`src/rtl/lfsr_pkg.sv`:
```
// -----------------------------------------------------------------------------
// lfsr_pkg
// Shared definitions for the parametrised Fibonacci LFSR:
//   - LFSR_TAPS_TABLE : maximal-length feedback masks for widths 3..32
//   - lfsr_nxt()      : one right shift with the XOR feedback entering the MSB
// No ports (package).
// -----------------------------------------------------------------------------
package lfsr_pkg;

   localparam int LFSR_MIN_WIDTH = 3;
   localparam int LFSR_MAX_WIDTH = 32;

   // Entry [w-3] is the feedback mask for a w-bit register. Bit i set means
   // state bit i feeds the XOR. With the shift running towards bit 0, a mask
   // with bits {0, w-k} realises the primitive trinomial/pentanomial family
   // x^w + x^k + 1 (bit 0 is always tapped so the map is invertible).
   localparam logic [29:0][31:0] LFSR_TAPS_TABLE = {
      32'hC000_0401,  // 32
      32'h0000_0009,  // 31
      32'h2500_0001,  // 30
      32'h0000_0005,  // 29
      32'h0000_0009,  // 28
      32'h0640_0001,  // 27
      32'h0310_0001,  // 26
      32'h0000_0009,  // 25
      32'h0000_0087,  // 24
      32'h0000_0021,  // 23
      32'h0000_0003,  // 22
      32'h0000_0005,  // 21
      32'h0000_0009,  // 20
      32'h0006_2001,  // 19
      32'h0000_0081,  // 18
      32'h0000_0009,  // 17
      32'h0000_100B,  // 16
      32'h0000_0003,  // 15
      32'h0000_2A01,  // 14
      32'h0000_1601,  // 13
      32'h0000_0941,  // 12
      32'h0000_0005,  // 11
      32'h0000_0009,  // 10
      32'h0000_0011,  // 9
      32'h0000_001D,  // 8
      32'h0000_0003,  // 7
      32'h0000_0003,  // 6
      32'h0000_0005,  // 5
      32'h0000_0003,  // 4
      32'h0000_0003   // 3
   };

   // One Fibonacci shift. The caller passes the state zero-extended to 32
   // bits, so the right shift never pulls garbage into the live field.
   function automatic logic [31:0] lfsr_nxt(input logic [31:0] state,
                                            input logic [31:0] taps,
                                            input int          width);
      logic fb;
      fb = ^(state & taps);
      return (state >> 1) | ({31'd0, fb} << (width - 1));
   endfunction

endpackage

```
`src/rtl/lfsr_step.sv`:
```
// -----------------------------------------------------------------------------
// lfsr_step
// Purely combinational chain of STEPS single-shift stages.
// Ports:
//   i_state    in  WIDTH  state before this cycle's shifts
//   o_state    out WIDTH  state after STEPS shifts
//   o_seed_hit out 1      some stage output s1..sSTEPS equals SEED
// -----------------------------------------------------------------------------
module lfsr_step
   import lfsr_pkg::*;
#(
   parameter int               WIDTH = 5,
   parameter logic [WIDTH-1:0] TAPS  = WIDTH'(LFSR_TAPS_TABLE[WIDTH-LFSR_MIN_WIDTH]),
   parameter logic [WIDTH-1:0] SEED  = {{(WIDTH-1){1'b0}}, 1'b1},
   parameter int               STEPS = 1
) (
   input  logic [WIDTH-1:0] i_state,
   output logic [WIDTH-1:0] o_state,
   output logic             o_seed_hit
);

   logic [WIDTH-1:0] w_stage [STEPS+1];
   logic [STEPS-1:0] w_hit;

   assign w_stage[0] = i_state;

   for (genvar g = 0; g < STEPS; g++) begin : g_stage
      assign w_stage[g+1] = WIDTH'(lfsr_nxt(32'(w_stage[g]), 32'(TAPS), WIDTH));
      // The start state s0 is deliberately excluded: only states reached by
      // this cycle's shifts count as returning to SEED.
      assign w_hit[g] = (w_stage[g+1] == SEED);
   end

   assign o_state    = w_stage[STEPS];
   assign o_seed_hit = |w_hit;

endmodule

```
`src/rtl/lfsr_param.sv`:
```
// -----------------------------------------------------------------------------
// lfsr_param
// Parametrised Fibonacci LFSR with seed load, step enable, STEPS shifts per
// enabled cycle, period-wrap pulse and enabled-cycle counter.
// Ports:
//   clk       in  1      rising-edge clock
//   reset     in  1      asynchronous, active-low
//   en        in  1      advance STEPS shifts this cycle
//   load      in  1      synchronous seed load, wins over en
//   load_val  in  WIDTH  seed for load (zero is replaced by SEED)
//   q         out WIDTH  current state, registered
//   bit_out   out 1      q[0]
//   wrap      out 1      one-cycle pulse when SEED was reached this update
//   step_cnt  out WIDTH  enabled cycles since reset/load/wrap
// WIDTH valid range 3..32, STEPS 1..WIDTH, SEED non-zero.
// -----------------------------------------------------------------------------
module lfsr_param
   import lfsr_pkg::*;
#(
   parameter int               WIDTH = 5,
   parameter logic [WIDTH-1:0] TAPS  = WIDTH'(LFSR_TAPS_TABLE[WIDTH-LFSR_MIN_WIDTH]),
   parameter logic [WIDTH-1:0] SEED  = {{(WIDTH-1){1'b0}}, 1'b1},
   parameter int               STEPS = 1
) (
   input  logic             clk,
   input  logic             reset,
   input  logic             en,
   input  logic             load,
   input  logic [WIDTH-1:0] load_val,
   output logic [WIDTH-1:0] q,
   output logic             bit_out,
   output logic             wrap,
   output logic [WIDTH-1:0] step_cnt
);

   localparam logic [WIDTH-1:0] ZERO = {WIDTH{1'b0}};
   localparam logic [WIDTH-1:0] ONE  = {{(WIDTH-1){1'b0}}, 1'b1};

   logic [WIDTH-1:0] r_q;
   logic [WIDTH-1:0] r_cnt;
   logic             r_wrap;

   logic [WIDTH-1:0] w_step_q;
   logic             w_seed_hit;
   logic [WIDTH-1:0] w_q_nxt;
   logic [WIDTH-1:0] w_cnt_nxt;
   logic             w_wrap_nxt;

   lfsr_step #(
      .WIDTH (WIDTH),
      .TAPS  (TAPS),
      .SEED  (SEED),
      .STEPS (STEPS)
   ) u_step (
      .i_state    (r_q),
      .o_state    (w_step_q),
      .o_seed_hit (w_seed_hit)
   );

   // Next-state selection: load beats en, idle holds q/step_cnt and clears wrap.
   always_comb begin
      w_q_nxt    = r_q;
      w_cnt_nxt  = r_cnt;
      w_wrap_nxt = 1'b0;
      if (load) begin
         // A zero seed would lock the register up; substitute SEED.
         w_q_nxt   = (load_val == ZERO) ? SEED : load_val;
         w_cnt_nxt = ZERO;
      end else if (en) begin
         if (r_q == ZERO) begin
            // Lock-up cannot arise by construction; recover anyway.
            w_q_nxt   = SEED;
            w_cnt_nxt = ZERO;
         end else begin
            w_q_nxt    = w_step_q;
            w_wrap_nxt = w_seed_hit;
            w_cnt_nxt  = w_seed_hit ? ZERO : (r_cnt + ONE);
         end
      end else begin
         w_q_nxt = r_q;
      end
   end

   // State, counter and wrap registers with asynchronous reset to SEED.
   always_ff @(posedge clk or negedge reset) begin
      if (!reset) begin
         r_q    <= SEED;
         r_cnt  <= ZERO;
         r_wrap <= 1'b0;
      end else begin
         r_q    <= w_q_nxt;
         r_cnt  <= w_cnt_nxt;
         r_wrap <= w_wrap_nxt;
      end
   end

   assign q        = r_q;
   assign bit_out  = r_q[0];
   assign wrap     = r_wrap;
   assign step_cnt = r_cnt;

endmodule
```
`config.mk`:
```
export PLATFORM = sky130hd
export DESIGN_NAME = lfsr_param
export DESIGN_NICKNAME = d
export VERILOG_FILES = /design/src/rtl/lfsr_pkg.sv /design/src/rtl/lfsr_step.sv /design/src/rtl/lfsr_param.sv
export SDC_FILE = /design/constraint.sdc
export NUM_CORES = 1
export LEC_CHECK = 0
export ABC_AREA = 0
export CELL_PAD_IN_SITES_DETAIL_PLACEMENT = 0
export CELL_PAD_IN_SITES_GLOBAL_PLACEMENT = 1
export CORE_UTILIZATION = 30
export CTS_BUF_LIST = sky130_fd_sc_hd__clkbuf_8
export CTS_CLUSTER_DIAMETER = 60
export CTS_CLUSTER_SIZE = 10
export DETAILED_ROUTE_END_ITERATION = 10
export PLACE_DENSITY = 0.73
export SYNTH_ARGS = -nofsm -noshare
export SYNTH_HDL_FRONTEND = slang
export SYNTH_SLANG_ARGS = --single-unit
```
`constraint.sdc`:
```
create_clock -name clk -period 1.22 [get_ports clk]
set_input_delay 0.244 -clock clk [delete_from_list [all_inputs] [get_ports clk]]
set_output_delay 0.244 -clock clk [all_outputs]
set_load 0.02 [all_outputs]
```
==> results_dict.tcl <==
set metrics [dict create \
    status "finished, violations left" \
    violations "negative setup slack" \
    clock_latency_ps 240 \
    cellPowerDensity_nw_per_um2 1076 \
    io_pins 21 \
    h-tree-depth 1 \
    combPwrFrac 0.262 \
    avgSynthCellArea_um2 10.68 \
    fin_ws_ps -89.79 \
    fin_crit_ps 1310 \
    nNetsFinal 103 \
    finalPower_mw 1.065 \
    crit_start "q[0]" \
    power.switching_mw 0.3022 \
    grt_pass1_wl_um 2401 \
    hold_viol_final 0 \
    ys_seq_area_frac 0.4794 \
    p_leak_nw 0.4701 \
    fin_util 0.5610 \
    clk_path_buf_depth 2 \
    dp_hpwl_um 1037 \
    route.detailed.drc 0 \
    grt_max_degree 12 \
    core_area_um2 1764 \
    drt-pass1-iter-count 3 \
    grt_usage 0.1608 \
    worst-r2r-setup-slack_ps -90 \
    path_clk_slew_ps 50 \
    irDropWorstVdd_uv 663.4 \
    worstPathArrival_ps 1480 \
    finalCritPeriodShare 1.074 \
    grt_pass1_vias 545 \
    maxCapViolCount 0 \
    synthesis.nets 64 \
    num_vias 561 \
    die_h_um 45.85 \
    netlist.top_cell.by_area "dfrtp_1" \
    swShare 0.2839 \
    slew_viol_final 0 \
    drive_above_1_share 0.4130 \
    postLayoutCellArea_um2 989.7 \
    clock-sinks 11 \
    grt.overflow.total 0 \
    vias_per_cell 4.795 \
    worst_slew_pin_slew_ps 247.9 \
    cts_tree "built" \
    pwr-share-seq 0.399 \
    setup_viol 7 \
    port_buffers 20 \
    intPower_mw 0.7624 \
    grt_antenna_before_repair 0 \
    numCtsBuffers 3 \
    relSlewSlack 0.8342 \
    core.rowCount 15 \
    dpl_cell_area_um2 920.9 \
    skew_ps 0.4879 \
    cts-root-buf "clkbuf_8" \
    worstPathRequired_ps 1390 \
    drt_wl_total_um 1460 \
    cp_max_fo 8 \
    r2r_cells 4 \
    critPathLaunchType "flop" \
    syn2layout_area_growth_pct 71.58 \
    die_x_um 45.85 \
    die_area_um2 2102 \
    synth_top_area_frac 0.4338 \
    cp-end-kind "flop" \
    netlist_area_um2 576.8 \
    synthTopCellsByArea "dfrtp_1 43%, mux2i_1 6.9%, a32o_1 5.2%, o21ai_0 5.2%, dfstp_2 4.6%" \
    ys_ff_latch 11 \
    rsz0062_at_grt "true" \
    wl_per_cell_um 12.48 \
    ys_warn_count 0 \
    netlist_instances 54 \
    r2r-end "step_cnt[0]" \
    path_class "reg -> reg" \
    first_iter_violations 4 \
    rr_startpoint "q[0]" \
    drtAntennaViolNets 0 \
    max_freq_ghz 0.7635 \
    start_util 0.3270 \
    antenna_cells 0 \
    synth_cell_types 24 \
    place_congestion 0.7950 \
    hold_class "in -> async" \
    p_clk_frac 0.339 \
]
[power groups by stage]
stage	Sequential (mW)	Combinational, mW	Clock (mW)
final	0.425	0.279	0.360
after global routing	0.427	0.303	0.397
after CTS	0.423	0.281	0.374
after detailed placement	0.429	0.274	0
after global placement	0.428	0.271	0
after floorplan	0.463	0.0847	0
[flip-flops by register name, summed over array words and instances, names as in the netlist]
name	count
wrap	1
step_cnt	5
q	5
[worst max-delay path: stages, from the launching register on]
cell and delay [ps]:
dfstp_2 570, nor4_4 60, buf_6 140, or3b_4 370, a21oi_2 110
[metrics by stage]
step / worst slack (ps) / std cells / hold WS [ps] / setup TNS, ps
3_3_place_gp: -180.1 / 112 / 562.2 / -1766
5_1_grt: -120.7 / 117 / 311.3 / -591.7
3_5_place_dp: -190.9 / 112 / 556.2 / -1837
2_1_floorplan: -83.82 / 54 / -51.59 / -291.7
6_report: -89.79 / 117 / 298.6 / -287.8
4_1_cts: -85.93 / 117 / 299.8 / -262.6
[cell usage in the layout (no fill, tap or decap), types with 4 or more instances in the layout]
cell             count
dfrtp_2              4
o21ai_0              4
mux2i_1              4
dfrtp_1              6
nand2_1              4
dlygate4sd2_1        6
clkdlybuf4s50_1      8
buf_4               16
[worst max-delay path by stage]
stage,slack (ps),endpoint,depth (start not counted)
after CTS,-90,step_cnt[0],4
after detailed placement,-190,bit_out,1
after global routing,-120,step_cnt[0],4
after floorplan,-80,step_cnt[2],3
after global placement,-180,q[0],1
final,-90,step_cnt[0],4
[synthesized netlist by cell type, drive strengths merged]
| cell | n |
|---|---|
| dfrtp | 10 |
| nand2 | 4 |
| clkbuf | 1 |
| nand3b | 1 |
| o22ai | 1 |
| nand2b | 3 |
| or3b | 1 |
| a32o | 3 |
| buf | 2 |
| dfstp | 1 |
| a21oi | 2 |
| ha | 1 |
| and4 | 1 |
| mux2i | 4 |
| nor3b | 3 |
| and3 | 2 |
| nor2b | 1 |
| nor4 | 2 |
| xor2 | 1 |
| o21ai | 9 |
| inv | 1 |
[metal layers]
layer  wire (um)  share of wire  vias to the layer above  GRT usage
met3          35          0.024                        0    0.02381
met2         747           0.51                       14     0.2732
met5           0              0                        -          0
li1            -              -                      279          -
met4           0              0                        0    0.07059
met1         676           0.46                      268     0.1985
[cell type report]
class	count	area (um2)
Multi-Input combinational cell	39	310.3
Clock inverter	1	3.754
Inverter	1	3.754
Clock buffer	3	41.29
Timing Repair Buffer	37	317.8
Tap cell	25	31.28
Fill cell	174	774.5
Sequential cell	11	281.5
[cells by family (layout without fill, tap and decap cells)]
family,Yosys count,in the layout,synth area share
adder cells (fa/ha/maj),1,1,0.02169
buffers and inverters,4,42,0.03469
multiplexers,4,4,0.06942
AO/OA/AOI/OAI,15,15,0.1584
flip-flops,11,11,0.4794
AND/OR/NAND/NOR,18,18,0.2213
XOR/XNOR,1,1,0.01519
[what timing repair did]
item | in CTS | in global routing
pin swaps | 3 | 0
endpoints found under the setup margin | 17 | 10
resized for setup | 35 | 3
hold buffers | 0 | 0
buffers inserted | 1 | 0
Note: power is estimated with default switching activity, not from simulation.
